$ cat src/rtl/logic_unit_arbiter.sv
// logic_unit_arbiter: round-robin arbiter feeding one shared bitwise logic unit
// (AND/OR/XOR/NOR); a result is held until the consumer takes it.
module logic_unit_arbiter #(
    parameter int WIDTH = 32
) (
    input  logic             i_clock,
    input  logic             i_reset,
    input  logic             i_req0,
    input  logic             i_req1,
    input  logic [1:0]       i_op0,
    input  logic [1:0]       i_op1,
    input  logic [WIDTH-1:0] i_a0,
    input  logic [WIDTH-1:0] i_b0,
    input  logic [WIDTH-1:0] i_a1,
    input  logic [WIDTH-1:0] i_b1,
    output logic             o_gnt0,
    output logic             o_gnt1,
    output logic             o_res_valid,
    output logic [WIDTH-1:0] o_res_data,
    output logic             o_res_id,
    input  logic             i_res_ready,
    output logic             o_busy
);
    typedef enum logic [1:0] {IDLE, EXEC, HOLD} state_t;
    state_t           r_state, w_next;
    logic             r_ptr, r_cap_id, r_res_id;
    logic [1:0]       r_op;
    logic [WIDTH-1:0] r_a, r_b, r_res, w_res;
    logic             w_idle, w_gnt0, w_gnt1;
    always_ff @(posedge i_clock) begin
        if (i_reset) r_state <= IDLE;
        else         r_state <= w_next;
    end
    always_comb begin
        w_next = (r_state == IDLE) ? ((i_req0 | i_req1) ? EXEC : IDLE) :
                 (r_state == EXEC) ? HOLD :
                 (i_res_ready ? IDLE : HOLD);
    end
    // Outputs are forced quiet while reset is asserted, whatever the current state.
    always_comb begin
        w_idle      = (r_state == IDLE) && !i_reset;
        w_gnt0      = w_idle && i_req0 && (!i_req1 || !r_ptr);
        w_gnt1      = w_idle && i_req1 && (!i_req0 || r_ptr);
        o_gnt0      = w_gnt0;
        o_gnt1      = w_gnt1;
        o_busy      = (r_state != IDLE) && !i_reset;
        o_res_valid = (r_state == HOLD) && !i_reset;
        o_res_data  = r_res;
        o_res_id    = r_res_id;
    end
    always_comb begin
        w_res = (r_op == 2'b00) ? (r_a & r_b) :
                (r_op == 2'b01) ? (r_a | r_b) :
                (r_op == 2'b10) ? (r_a ^ r_b) : ~(r_a | r_b);
    end
    always_ff @(posedge i_clock) begin
        if (i_reset) begin
            r_ptr    <= 1'b0;
            r_cap_id <= 1'b0;
            r_res_id <= 1'b0;
            r_op     <= 2'b00;
            r_a      <= '0;
            r_b      <= '0;
            r_res    <= '0;
        end else begin
            if (w_gnt0 || w_gnt1) begin
                r_op     <= w_gnt1 ? i_op1 : i_op0;
                r_a      <= w_gnt1 ? i_a1 : i_a0;
                r_b      <= w_gnt1 ? i_b1 : i_b0;
                r_cap_id <= w_gnt1;
                r_ptr    <= w_gnt0;
            end
            if (r_state == EXEC) begin
                r_res    <= w_res;
                r_res_id <= r_cap_id;
            end
        end
    end
endmodule

$ cat config.mk
export PLATFORM = sky130hd
export DESIGN_NAME = logic_unit_arbiter
export DESIGN_NICKNAME = d
export VERILOG_FILES = /design/src/rtl/logic_unit_arbiter.sv
export SDC_FILE = /design/constraint.sdc
export NUM_CORES = 1
export LEC_CHECK = 0
export ABC_AREA = 1
export ABC_CLOCK_PERIOD_IN_PS = 1200
export BUFFER_PORTS_ARGS = -buffer_cell sky130_fd_sc_hd__buf_2
export CORE_UTILIZATION = 40
export CTS_CLUSTER_SIZE = 40
export DETAILED_ROUTE_END_ITERATION = 12
export HOLD_SLACK_MARGIN = 0.06
export PLACE_DENSITY = 0.71
export SLEW_MARGIN = 20
export SYNTH_ARGS = -nofsm -noshare
export SYNTH_HDL_FRONTEND = slang
export SYNTH_SLANG_ARGS = --single-unit
$ cat constraint.sdc
create_clock -name i_clock -period 1.2 [get_ports i_clock]
set_input_delay 0.12 -clock i_clock [delete_from_list [all_inputs] [get_ports i_clock]]
set_output_delay 0.12 -clock i_clock [all_outputs]
set_load 0.01 [all_outputs]
=== Word-level counts from Yosys, hierarchy flattened ===
Cells that the tools add are included.

* Equal/unequal tests: 4
* Shift-type cells: 0
* $add $sub $neg: 0
* Div/mod/pow operators: 0
* $mul: 0
* Reductions and logical operators: 17
* Mux-type cells: 10
* Bitwise operators: 5
* Magnitude comparators: 0

{| class="wikitable"
|+ Operator list
! operator !! count
|-
| 32-bit two-way mux || 5
|-
| 32-bit AND || 1
|-
| 32-bit NOT || 1
|-
| 32-bit OR || 1
|-
| 32-bit XOR || 1
|-
| 2-bit two-way mux || 4
|-
| 1-bit logical AND || 7
|-
| 2-bit by 1-bit == test with 1-bit output, second input constant || 2
|-
| 2-bit == test, second input constant || 2
|-
| 1-bit zero test || 4
|-
| 2-bit zero test || 2
|-
| 1-bit logical OR || 3
|-
| 2-bit nonzero test || 1
|-
| 1-bit two-way mux || 1
|-
| 1-bit OR || 1
|}

* Latch bits: 0
* Bits in writable memories: 0
* Memories: 0
* Logic and storage cells: 44
* Output and inout port bits: 37
* Memory bits (read-only): 0
* Flip-flop bits (word level): 103

=== Longest topological paths before layout ===
Gate-level depths: netlist of the first run.

* Depth in word-level cells: 5
* Mapped depth: 10
* Gate-level depth less buffers: 8

=== Least setup slack after synthesis of the first run ===
Ideal clock, no wire load.

* Path type: reg-to-reg
* Start: reg r_state[1]
* End: reg r_a[19]
* Stages on the path, launching flop included: 9
* Required time: 1091 ps
* Period minus slack after synthesis: 1298 ps
* Setup slack: -98 ps
* Arrival: 1189 ps
* Cells stage by stage: dfxtp_1 > nor2_4 > o211ai_2 > inv_2 > buf_2 > buf_4 > nand3_1 > nand2_1 > inv_1

* Longest elaborated chain between the ends: 5
* Elaborated cells on any way between the ends: 8
* Classes of those cells: mux: 1; reduce/logical: 7

{| class="wikitable"
|+ RTL lines
! what !! RTL line !! RTL
|-
| start, declared || 25 || <nowiki>state_t r_state, w_next;</nowiki>
|-
| start signal, assigned || 32 || <nowiki>else r_state <= w_next;</nowiki>
|-
| 2-bit zero test (*) || 41 || <nowiki>w_idle = (r_state == IDLE) && !i_reset;</nowiki>
|-
| 1-bit logical AND (*) || 41 ||
|-
| 1-bit logical AND, on equally long branches (2 in series) || 43, 42 ||
|-
| 32-bit two-way mux / 1-bit logical OR (equally long branches) || 68, 66 ||
|-
| end signal, assigned || 68 || <nowiki>r_a <= w_gnt1 ? i_a1 : i_a0;</nowiki>
|-
| end, declared || 28 || <nowiki>logic [WIDTH-1:0] r_a, r_b, r_res, w_res;</nowiki>
|}

Every way passes the cells marked *; elsewhere a longest branch is shown, timed or not.
A chain may end at the register's enable or synchronous reset.

=== Worst setup path after layout of the first run ===
* Start: reg r_state[0]
* End: reg r_b[14]

* Longest elaborated chain between the ends: 5
* Elaborated cells on any way between the ends: 8
* Classes of those cells: mux: 1; reduce/logical: 7

{| class="wikitable"
|+ RTL lines
! what !! RTL line !! RTL
|-
| 2-bit zero test (*) || 41 ||
|-
| 1-bit logical AND (*) || 41 ||
|-
| 1-bit logical AND, on equally long branches (2 in series) || 43, 42 ||
|-
| 32-bit two-way mux / 1-bit logical OR (equally long branches) || 69, 66 ||
|-
| end signal, assigned || 69 || <nowiki>r_b <= w_gnt1 ? i_b1 : i_b0;</nowiki>
|-
| end, declared || 28 ||
|}

Marks and branches as above.

==> flow_summary.toml, run 1 <==
[clock_network]
path_clk_slew_ns = 0.07
cts_root_buf = "clkbuf_16"
htree_levels = 3
numCtsBuffers = 9
clock-sinks = 103
clk_latency_ns = 0.35
clock_path_buffers = 2
cts_tree = "yes"

[status]
status = "finished, violations left"
failed_checks = "setup timing"

[routing]
dr.pass1.iters = 5
wirelength_um = 21360
wire_per_inst_um = 16.03
vias = 6830
detail-route-antenna-nets = 0
drt-vias-per-instance = 5.128
drt_iter0_markers = 433
drc = 0

[placement]
port_buffers = 173
gp_congestion = 0.8202
placed_area_um2 = 7391
dp_cells = 1247
hpwl_um = 12520
dp_slack_ns = -0.1981

[synthesis]
yosysWarnings = 0
ys_seq_area_share_pct = 33.57
synth_area_um2 = 6142
netlist.top_cell.by_area = "dfxtp_1"
avgSynthCellArea_um2 = 6.735
synth_seq_cells = 103
synth_cells = 912
synth_nets = 1113
synth_area_leaders = "dfxtp_1 34%, ha_1 13%, nand2_1 12%"
synth_top_area_share_pct = 33.57
synth_cell_types = 22

[timing]
relSlewSlack_pct = 69.45
clock_skew_ns = 0.008594
fin_ws_ns = -0.2800
slew_violations = 0
period_share_pct = 123.3
period_minus_slack_ns = 1.480
totalNegativeSetupSlack_ns = -16.05
setup_viol = 87
fin_hold_ws_ns = 0.05777
fmax_mhz = 675.7
rsz0062_at_grt = "yes"
finalHoldViolCount = 0
worstMarginPinSlew_ns = 0.4582

[final_layout]
fin_area_um2 = 9027
diodes = 0
area_delta_synth_final_pct = 46.97
fin_nets = 1345
layoutNonFillerInstCount = 1332
drive_gt1_share_pct = 29.79
fillers = 1326

[power]
peakVddDrop_mv = 0.8018
leakage_uw = 0.004533
powerDensity_nw_per_um2 = 1164

[setup_path]
crit_path_start = "r_state[0]"
arrival_ns = 1.74
critical_path_required_ns = 1.46
path_class = "flop to flop"
worstPathMaxFanout = 18
worstSetupEndpoint = "r_b[14]"
ff2ff_setup_slack_ns = -0.28
cp-start-kind = "flop"
r2r_end = "r_b[14]"
reg2reg_depth = 9
r2r-start = "r_state[0]"
end_kind = "flop"

[worst_hold_path]
holdCritStartpoint = "i_b1[13]"
min_path_type = "input pin to flop"

[grt]
antenna_found_initial = 0
grt_pass1_vias = 6548
grt_overflow = 0
grt_use_total_pct = 24.61
grt_pass1_wl_um = 31100
grt_max_degree = 38

[run]
cap_violations = 0

[floorplanning]
core_area_um2 = 14750
rows = 44
die_y_um = 125.9
ioPinCount = 174
die_w_um = 125.9
die_area_um2 = 15850
initial_core_util_pct = 41.63
==> kinds of logic (layout without fill, tap and decap cells) <==
group           count (synthesis)  in the layout  share of synthesized area [%]
flops                         103            103                          33.57
compound gates                264            264                          21.67
simple gates                  280            280                          18.70
buf+inv                       201            437                          13.02
fa+ha+maj                      64             64                          13.04
==> cells in the final DEF (no fill, tap or decap) <==
master           n
a211oi_1         1
a21oi_1         89
a21oi_2         39
a21oi_4          4
buf_12          13
buf_2          172
buf_4           20
buf_6           16
buf_8            5
bufinv_16        1
clkbuf_1         1
clkbuf_16       19
clkbuf_8         2
clkinv_2         1
clkinv_8         1
clkinvlp_4       1
dfxtp_1         87
dfxtp_2         14
dfxtp_4          2
dlygate4sd3_1   45
ha_1            63
ha_4             1
inv_1          135
inv_2            2
inv_4            3
nand2_1        201
nand2_4          2
nand2_8          1
nand3_1         65
nand3_2          2
nand4_1          1
nor2_1           2
nor2_4           5
nor3_2           1
o211ai_4         1
o21ai_0         56
o21ai_1         60
o21ai_2         12
o21ai_4          2
==> stage by stage <==
| stage | total power, uW | utilization [%] |
|---|---|---|
| floorplan | 5535 | - |
| global route | 11040 | 61.19 |
| detailed placement | 6577 | 50.09 |
| CTS | 9772 | 55.98 |
| finish | 10510 | 61.19 |
| global placement | 6529 | 50.09 |
==> sequential cells by signal (all words and copies together) (netlist names) <==
register	cells
r_b	32
r_ptr	1
r_op	2
r_cap_id	1
o_res_id	1
r_state	2
r_a	32
o_res_data	32
==> cells in the mapped netlist <==
master	n
buf_2	16
a21oi_1	132
inv_2	1
o21ai_0	128
nand4_1	1
nor2_1	5
nor3_1	1
nand2_1	204
o21ai_1	2
o211ai_2	1
inv_4	1
nor2_2	1
dfxtp_1	103
nor2_4	1
buf_1	2
inv_1	139
ha_1	64
nand3_1	67
clkbuf_1	37
buf_4	4
a211oi_1	1
buf_6	1
==> worst min path at each step <==
| stage | end | slack, ns | cells past startpoint |
|---|---|---|---|
| after global placement | r_state[1] | 0.35 | 2 |
| after CTS | r_a[23] | 0.06 | 5 |
| after floorplan | r_state[1] | 0.22 | 1 |
| final | r_b[13] | 0.06 | 5 |
| after detailed placement | r_state[1] | 0.34 | 2 |
| after global routing | r_a[23] | 0.07 | 5 |
==> area by class of cell <==
class	count	area (um^2)	share of cell area (%)
clock inverters	3	42.54	0.4712
flip-flops and latches	103	2087	23.12
well taps	184	230.2	2.550
clock buffers	12	256.5	2.841
repair buffers	281	2227	24.67
inverters	141	549.3	6.085
multi-input cells	608	3635	40.26
==> critical path, stage by stage (launching register included) <==
cell and delay (ns):
dfxtp_2 0.34, nor2_4 0.15, buf_4 0.15, nand4_1 0.11
buf_4 0.19, buf_6 0.16, nand2_1 0.07, nand3_1 0.10
nand2_1 0.08, inv_1 0.03
==> layer usage <==
metal / wire length, um / up-vias / global-route usage [%]
li1: - / 3397 / -
met1: 9167 / 3120 / 29.91
met2: 10360 / 284 / 43.74
met3: 1528 / 29 / 5.777
met4: 305 / 0 / 5.741
met5: 0 / - / 0
==> repair_timing <==
item | in CTS | in global routing
setup endpoints to repair | 104 | 105
hold endpoints to repair | 33 | 0
gates resized for setup | 24 | 188
pin swaps | 2 | 42
buffers inserted | 7 | 10
cloned | 0 | 11
hold buffers | 45 | 0
==> power breakdown <==
group / total (uW) / leakage (uW) / switching (uW) / internal [uW]
registers: 4030 / 0.000855 / 238 / 3790
logic: 3440 / 0.00353 / 1890 / 1560
clock network: 3040 / 0.000145 / 1320 / 1720
total: 10500 / 0.00453 / 3440 / 7060
(Power assumes the default switching activity.)
==> run 2: changes to the inputs <==
--- a/config.mk
+++ b/config.mk
@@ -5,14 +5,13 @@
 export SDC_FILE = /design/constraint.sdc
 export NUM_CORES = 1
 export LEC_CHECK = 0
-export ABC_AREA = 1
 export ABC_CLOCK_PERIOD_IN_PS = 1200
 export BUFFER_PORTS_ARGS = -buffer_cell sky130_fd_sc_hd__buf_2
 export CORE_UTILIZATION = 40
 export CTS_CLUSTER_SIZE = 40
 export DETAILED_ROUTE_END_ITERATION = 12
 export HOLD_SLACK_MARGIN = 0.06
-export PLACE_DENSITY = 0.71
+export PLACE_DENSITY = 0.7
 export SLEW_MARGIN = 20
 export SYNTH_ARGS = -nofsm -noshare
 export SYNTH_HDL_FRONTEND = slang
==> run 2 against run 1 <==
Net effect: the flow still finishes with violations (setup timing); clock-buffer cell count is 1 higher; hold slack improved by 0.0014 ns; register-to-register slack lost 0.17 ns; combinational power increased by 49%; highest routed layer unchanged; critical path depth is 3 lower; critical endpoint is now r_b[9]; largest cell class unchanged.
==> flow_summary.toml, run 2 <==
[synthesis]
ys_top_cells_by_count = "103 x dfxtp_1, 99 x inv_1, 68 x a21oi_1"
synth_cells = 811
netlist.top_cell.by_area = "dfxtp_1"
ys.flop_type = "dfxtp_1"
avgSynthCellArea_um2 = 8.587
yosysWarnings = 0
synth_edf_count = 0
synth_cell_types = 28
synth_area_leaders = "dfxtp_1 30%, ha_1 11%, a311oi_1 8.3%"
synth_area_um2 = 6964
synth_nets = 1012
synth_top_area_share_pct = 29.61
synth_seq_cells = 103
ys_seq_area_share_pct = 29.61
synthArstFlopShare_pct = 0
yosysMostFrequentCell = "dfxtp_1"

[status]
failed_checks = "setup timing"
status = "finished, violations left"

[floorplanning]
core_area_um2 = 16820
die_y_um = 134.0
ioPinCount = 174
die_area_um2 = 17940
rows = 47
die_w_um = 134.0
initial_core_util_pct = 41.41

[clock_network]
clk_latency_ns = 0.36
cts_tree = "yes"
path_clk_slew_ns = 0.07
numCtsBuffers = 9
clock_path_buffers = 2
clock-sinks = 103
htree_levels = 3
cts_root_buf = "clkbuf_16"

[power]
leakage_uw = 0.005026
powerDensity_nw_per_um2 = 1060
peakVddDrop_mv = 0.8377

[final_layout]
layoutNonFillerInstCount = 1325
diodes = 0
area_delta_synth_final_pct = 68.16
fillers = 1143
drive_gt1_share_pct = 40.27
final_common_cell = "buf_2"
fin_nets = 1301
fin_area_um2 = 11710
final_cell_mix = "171 x buf_2, 91 x inv_1, 86 x dlygate4sd3_1, 83 x dfxtp_1, 68 x a21oi_1"

[setup_path]
r2r-start = "r_state[1]"
ff2ff_setup_slack_ns = -0.45
r2r_end = "r_b[9]"
critical_path_required_ns = 1.45
crit_path_start = "r_state[1]"
arrival_ns = 1.89
end_kind = "flop"
path_class = "flop to flop"
worstPathMaxFanout = 29
reg2reg_depth = 6
worstSetupEndpoint = "r_b[9]"
cp-start-kind = "flop"

[timing]
worstMarginPinSlew_ns = 0.5110
clock_skew_ns = 0.004695
totalNegativeSetupSlack_ns = -30.46
rsz0062_at_grt = "yes"
fin_hold_ws_ns = 0.05920
fin_ws_ns = -0.4483
slew_violations = 0
fmax_mhz = 606.7
period_share_pct = 137.4
finalHoldViolCount = 0
setup_viol = 105
relSlewSlack_pct = 65.93
period_minus_slack_ns = 1.648

[routing]
dr.pass1.iters = 5
vias = 8096
wire_per_inst_um = 21.71
drc = 0
drt-vias-per-instance = 6.110
detail-route-antenna-nets = 0
drt_iter0_markers = 503
wirelength_um = 28760

[worst_hold_path]
holdCritStartpoint = "i_a0[6]"
min_path_type = "input pin to flop"

[grt]
grt_max_degree = 49
grt_pass1_vias = 7920
grt_use_total_pct = 30.35
antenna_found_initial = 0
grt_pass1_wl_um = 42280
grt_overflow = 0

[placement]
dp_slack_ns = -0.3752
gp_congestion = 0.8044
dp_cells = 1163
hpwl_um = 13900
port_buffers = 173
placed_area_um2 = 8422

[run]
cap_violations = 0
==> run 2: cell types whose count changed after synthesis, sizes merged, moves of 65 or more <==
cell / change
o31ai: +66
nand2: -171
a311oi: +66
o21ai: -128
nand4: +65
nand3: -65
==> run 2: how the worst min path moves through the flow <==
| stage | endpoint | slack, ns | depth (start not counted) |
|---|---|---|---|
| finish | r_a[6] | 0.06 | 3 |
| global route | r_a[31] | 0.06 | 3 |
| CTS | r_b[15] | 0.06 | 3 |
| detailed placement | r_state[1] | 0.33 | 2 |
| global placement | r_state[1] | 0.34 | 2 |
| floorplan | r_state[1] | 0.22 | 1 |
==> run 2: metal layers <==
layer  wire length (um)  global-route usage (%)  up-vias
met1              11200                   35.90     3929
met4               1083                   12.88        0
met2              14600                   53.71      436
li1                   -                       -     3644
met3               1880                   5.253       87
met5                  0                       0        -
==> run 2: worst max-delay path, stage by stage, from the launching register on <==
cell      delay [ns]
dfxtp_2         0.33
buf_6           0.12
nor3_4          0.19
buf_4           0.22
buf_12          0.19
nand4_1         0.12
a311oi_1        0.36
==> run 2: cell families (layout without fill, tap and decap cells) <==
| logic type | after synthesis | in the layout | share of synthesized area (%) |
|---|---|---|---|
| buffers and inverters | 197 | 490 | 11.71 |
| muxes | 33 | 33 | 4.743 |
| and+or+nand+nor | 147 | 148 | 11.97 |
| AOI/OAI and AO/OA | 267 | 267 | 30.47 |
| DFF | 103 | 103 | 29.61 |
| adders and majority gates | 64 | 64 | 11.50 |
==> run 2: area by class of cell <==
| type | instances | area (um^2) | share of cell area (%) |
|---|---|---|---|
| Inverter | 99 | 374.1 | 3.194 |
| Clock inverter | 3 | 65.06 | 0.5556 |
| Sequential cell | 103 | 2092 | 17.86 |
| Multi-Input combinational cell | 512 | 4932 | 42.12 |
| Clock buffer | 13 | 260.3 | 2.222 |
| Tap cell | 220 | 275.3 | 2.350 |
| Timing Repair Buffer | 375 | 3712 | 31.70 |
==> run 2: per-stage QoR <==
step                      total power, uW  utilization (%)
final                               12420            69.63
after global routing                12890            69.63
after CTS                           11980            67.55
after detailed placement             7162            50.07
after global placement               7076            50.07
after floorplan                      6087                -
==> run 2: what timing repair did <==
item                       in CTS  in global routing
pin swaps                      72                 92
hold endpoints to repair       62                  1
hold buffers                   85                  1
resized for setup             151                 88
setup buffers                  35                  5
gates cloned                   27                  6
setup endpoints to repair     105                105
==> run 2: report_power, final <==
part	switching (uW)	leakage, uW	internal (uW)	total, uW
registers	275	0.000852	3730	4000
clock network	1350	0.000160	1940	3290
logic	2530	0.00401	2590	5120
==> run 3: changes to the inputs <==
--- a/config.mk
+++ b/config.mk
@@ -7,6 +7,7 @@
 export LEC_CHECK = 0
 export ABC_CLOCK_PERIOD_IN_PS = 1200
 export BUFFER_PORTS_ARGS = -buffer_cell sky130_fd_sc_hd__buf_2
+export CORE_ASPECT_RATIO = 0.5
 export CORE_UTILIZATION = 40
 export CTS_CLUSTER_SIZE = 40
 export DETAILED_ROUTE_END_ITERATION = 12
==> run 3 against run 2 <==
Net effect: the run still ends with setup timing left; via count down 0.91%; worst setup slack got worse by 0.053 ns; wire length is 4.8% lower; largest power group unchanged.
==> flow_summary.toml, run 3 (synthesized netlist as in run 2, its figures left out) <==
[status]
status = "finished, violations left"
failed_checks = "setup timing"

[placement]
port_buffers = 173
hpwl_um = 14130
gp_congestion = 0.7810
dp_slack_ns = -0.3426

[setup_path]
path_class = "flop to flop"
worstSetupEndpoint = "r_b[0]"
arrival_ns = 1.95
critical_path_required_ns = 1.45
crit_path_start = "r_state[1]"
r2r-start = "r_state[1]"
worstPathMaxFanout = 9
r2r_end = "r_b[0]"
reg2reg_depth = 8
cp-start-kind = "flop"
end_kind = "flop"
ff2ff_setup_slack_ns = -0.50

[routing]
drc = 0
vias = 8022
wirelength_um = 27390
detail-route-antenna-nets = 0
dr.pass1.iters = 5
drt_iter0_markers = 699
drt-vias-per-instance = 6.045
wire_per_inst_um = 20.64

[grt]
grt_overflow = 0
grt_pass1_vias = 7470
grtUsageMet1_pct = 31.51
antenna_found_initial = 0
met2_usage_pct = 47.21
grt_pass1_wl_um = 37710
grt_util_met3_pct = 3.901
grt_use_total_pct = 26.19
grt_max_degree = 39
grt-busiest-layer = "met2"

[timing]
clock_skew_ns = 0.008796
rsz0062_at_grt = "yes"
slew_violations = 0
setup_viol = 106
fin_ws_ns = -0.5011
finalHoldViolCount = 0
relSlewSlack_pct = 65.27
period_share_pct = 141.8
fmax_mhz = 587.9
period_minus_slack_ns = 1.701
worstMarginPinSlew_ns = 0.5209
fin_hold_ws_ns = 0.05596

[clock_network]
htree_levels = 3
clock_path_buffers = 2
cts_root_buf = "clkbuf_16"
numCtsBuffers = 9
clk_latency_ns = 0.36
cts_tree = "yes"
path_clk_slew_ns = 0.08
clock-sinks = 103

[floorplanning]
rows = 33
die_y_um = 95.30
core_area_um2 = 16680
initial_core_util_pct = 41.75
die_area_um2 = 17970
die_w_um = 188.6
ioPinCount = 174

[final_layout]
area_delta_synth_final_pct = 59.04
drive_gt1_share_pct = 37.36
final_common_cell = "buf_2"
fin_nets = 1296
final_cell_mix = "172 x buf_2, 96 x inv_1, 95 x dfxtp_1, 87 x dlygate4sd3_1"
diodes = 0

[worst_hold_path]
min_path_type = "input pin to flop"

[run]
cap_violations = 0

[power]
peakVddDrop_mv = 0.6146
leakage_uw = 0.004847
powerDensity_nw_per_um2 = 1047
## run 3: changes by cell type in the layout (fill, tap and decap cells not counted), moves of 9 or more
cell,change
o31ai_1,+15
dfxtp_1,+12
a311oi_1,-12
a311oi_2,+12
o31ai_2,+15
dfxtp_2,-12
buf_12,-9
buf_16,-9
o31ai_4,-30
## run 3: layout make-up
| cell class | instances | area (um^2) |
|---|---|---|
| clock buffer | 10 | 239.0 |
| tap | 227 | 284.0 |
| clock inverter | 6 | 51.30 |
| fill | 1225 | 5605 |
| inverter | 99 | 371.6 |
| sequential | 103 | 2077 |
| timing repair buffer | 370 | 3425 |
| multi-input combinational | 512 | 4628 |
## run 3: worst min path at each step
stage / start / end / slack, ns / depth (start not counted)
CTS: i_a1[27] / r_a[27] / 0.06 / 3
global route: i_b0[31] / r_b[31] / 0.06 / 3
detailed placement: i_res_ready / r_state[1] / 0.33 / 2
floorplan: i_res_ready / r_state[1] / 0.22 / 1
finish: i_a1[28] / r_a[28] / 0.06 / 3
global placement: i_res_ready / r_state[1] / 0.34 / 2
## run 3: per-layer routing
layer	share of wire, %	vias to the layer above
met3	6.8	102
met1	41	3877
met2	48	429
met5	0	-
li1	-	3614
met4	3.5	0
## run 3: report_power, final
part,internal (uW),switching (uW),leakage [uW]
registers,3720,270,0.000848
logic,2290,2320,0.00386
clock network,1500,1490,0.000140
total,7510,4080,0.00485
## run 3: repair_timing
action	CTS	global route
gates cloned	12	11
setup buffers	20	18
hold buffers	86	1
endpoints found under the hold margin	63	1
gates resized for setup	55	92
pin swaps	40	46
endpoints found under the setup margin	104	106
## run 3: worst max-delay path, stage by stage, from the launching register on
cell      delay, ns
dfxtp_2        0.34
buf_6          0.11
nor3_4         0.15
buf_6          0.15
buf_12         0.11
buf_12         0.12
buf_8          0.14
nand4_1        0.14
a311oi_1       0.33
## run 3: metrics by stage
step / instance area [um^2] / setup TNS, ns / power [uW] / cells / utilization [%]
2_1_floorplan: 7092 / -19.98 / 6087 / 811 / -
3_3_place_gp: 8383 / -26.00 / 7003 / 1167 / 50.26
3_5_place_dp: 8383 / -28.39 / 7156 / 1167 / 50.26
4_1_cts: 10250 / -31.03 / 10870 / 1301 / 61.45
5_1_grt: 11080 / -40.15 / 12070 / 1327 / 66.40
6_report: 11080 / -37.34 / 11590 / 1327 / 66.40
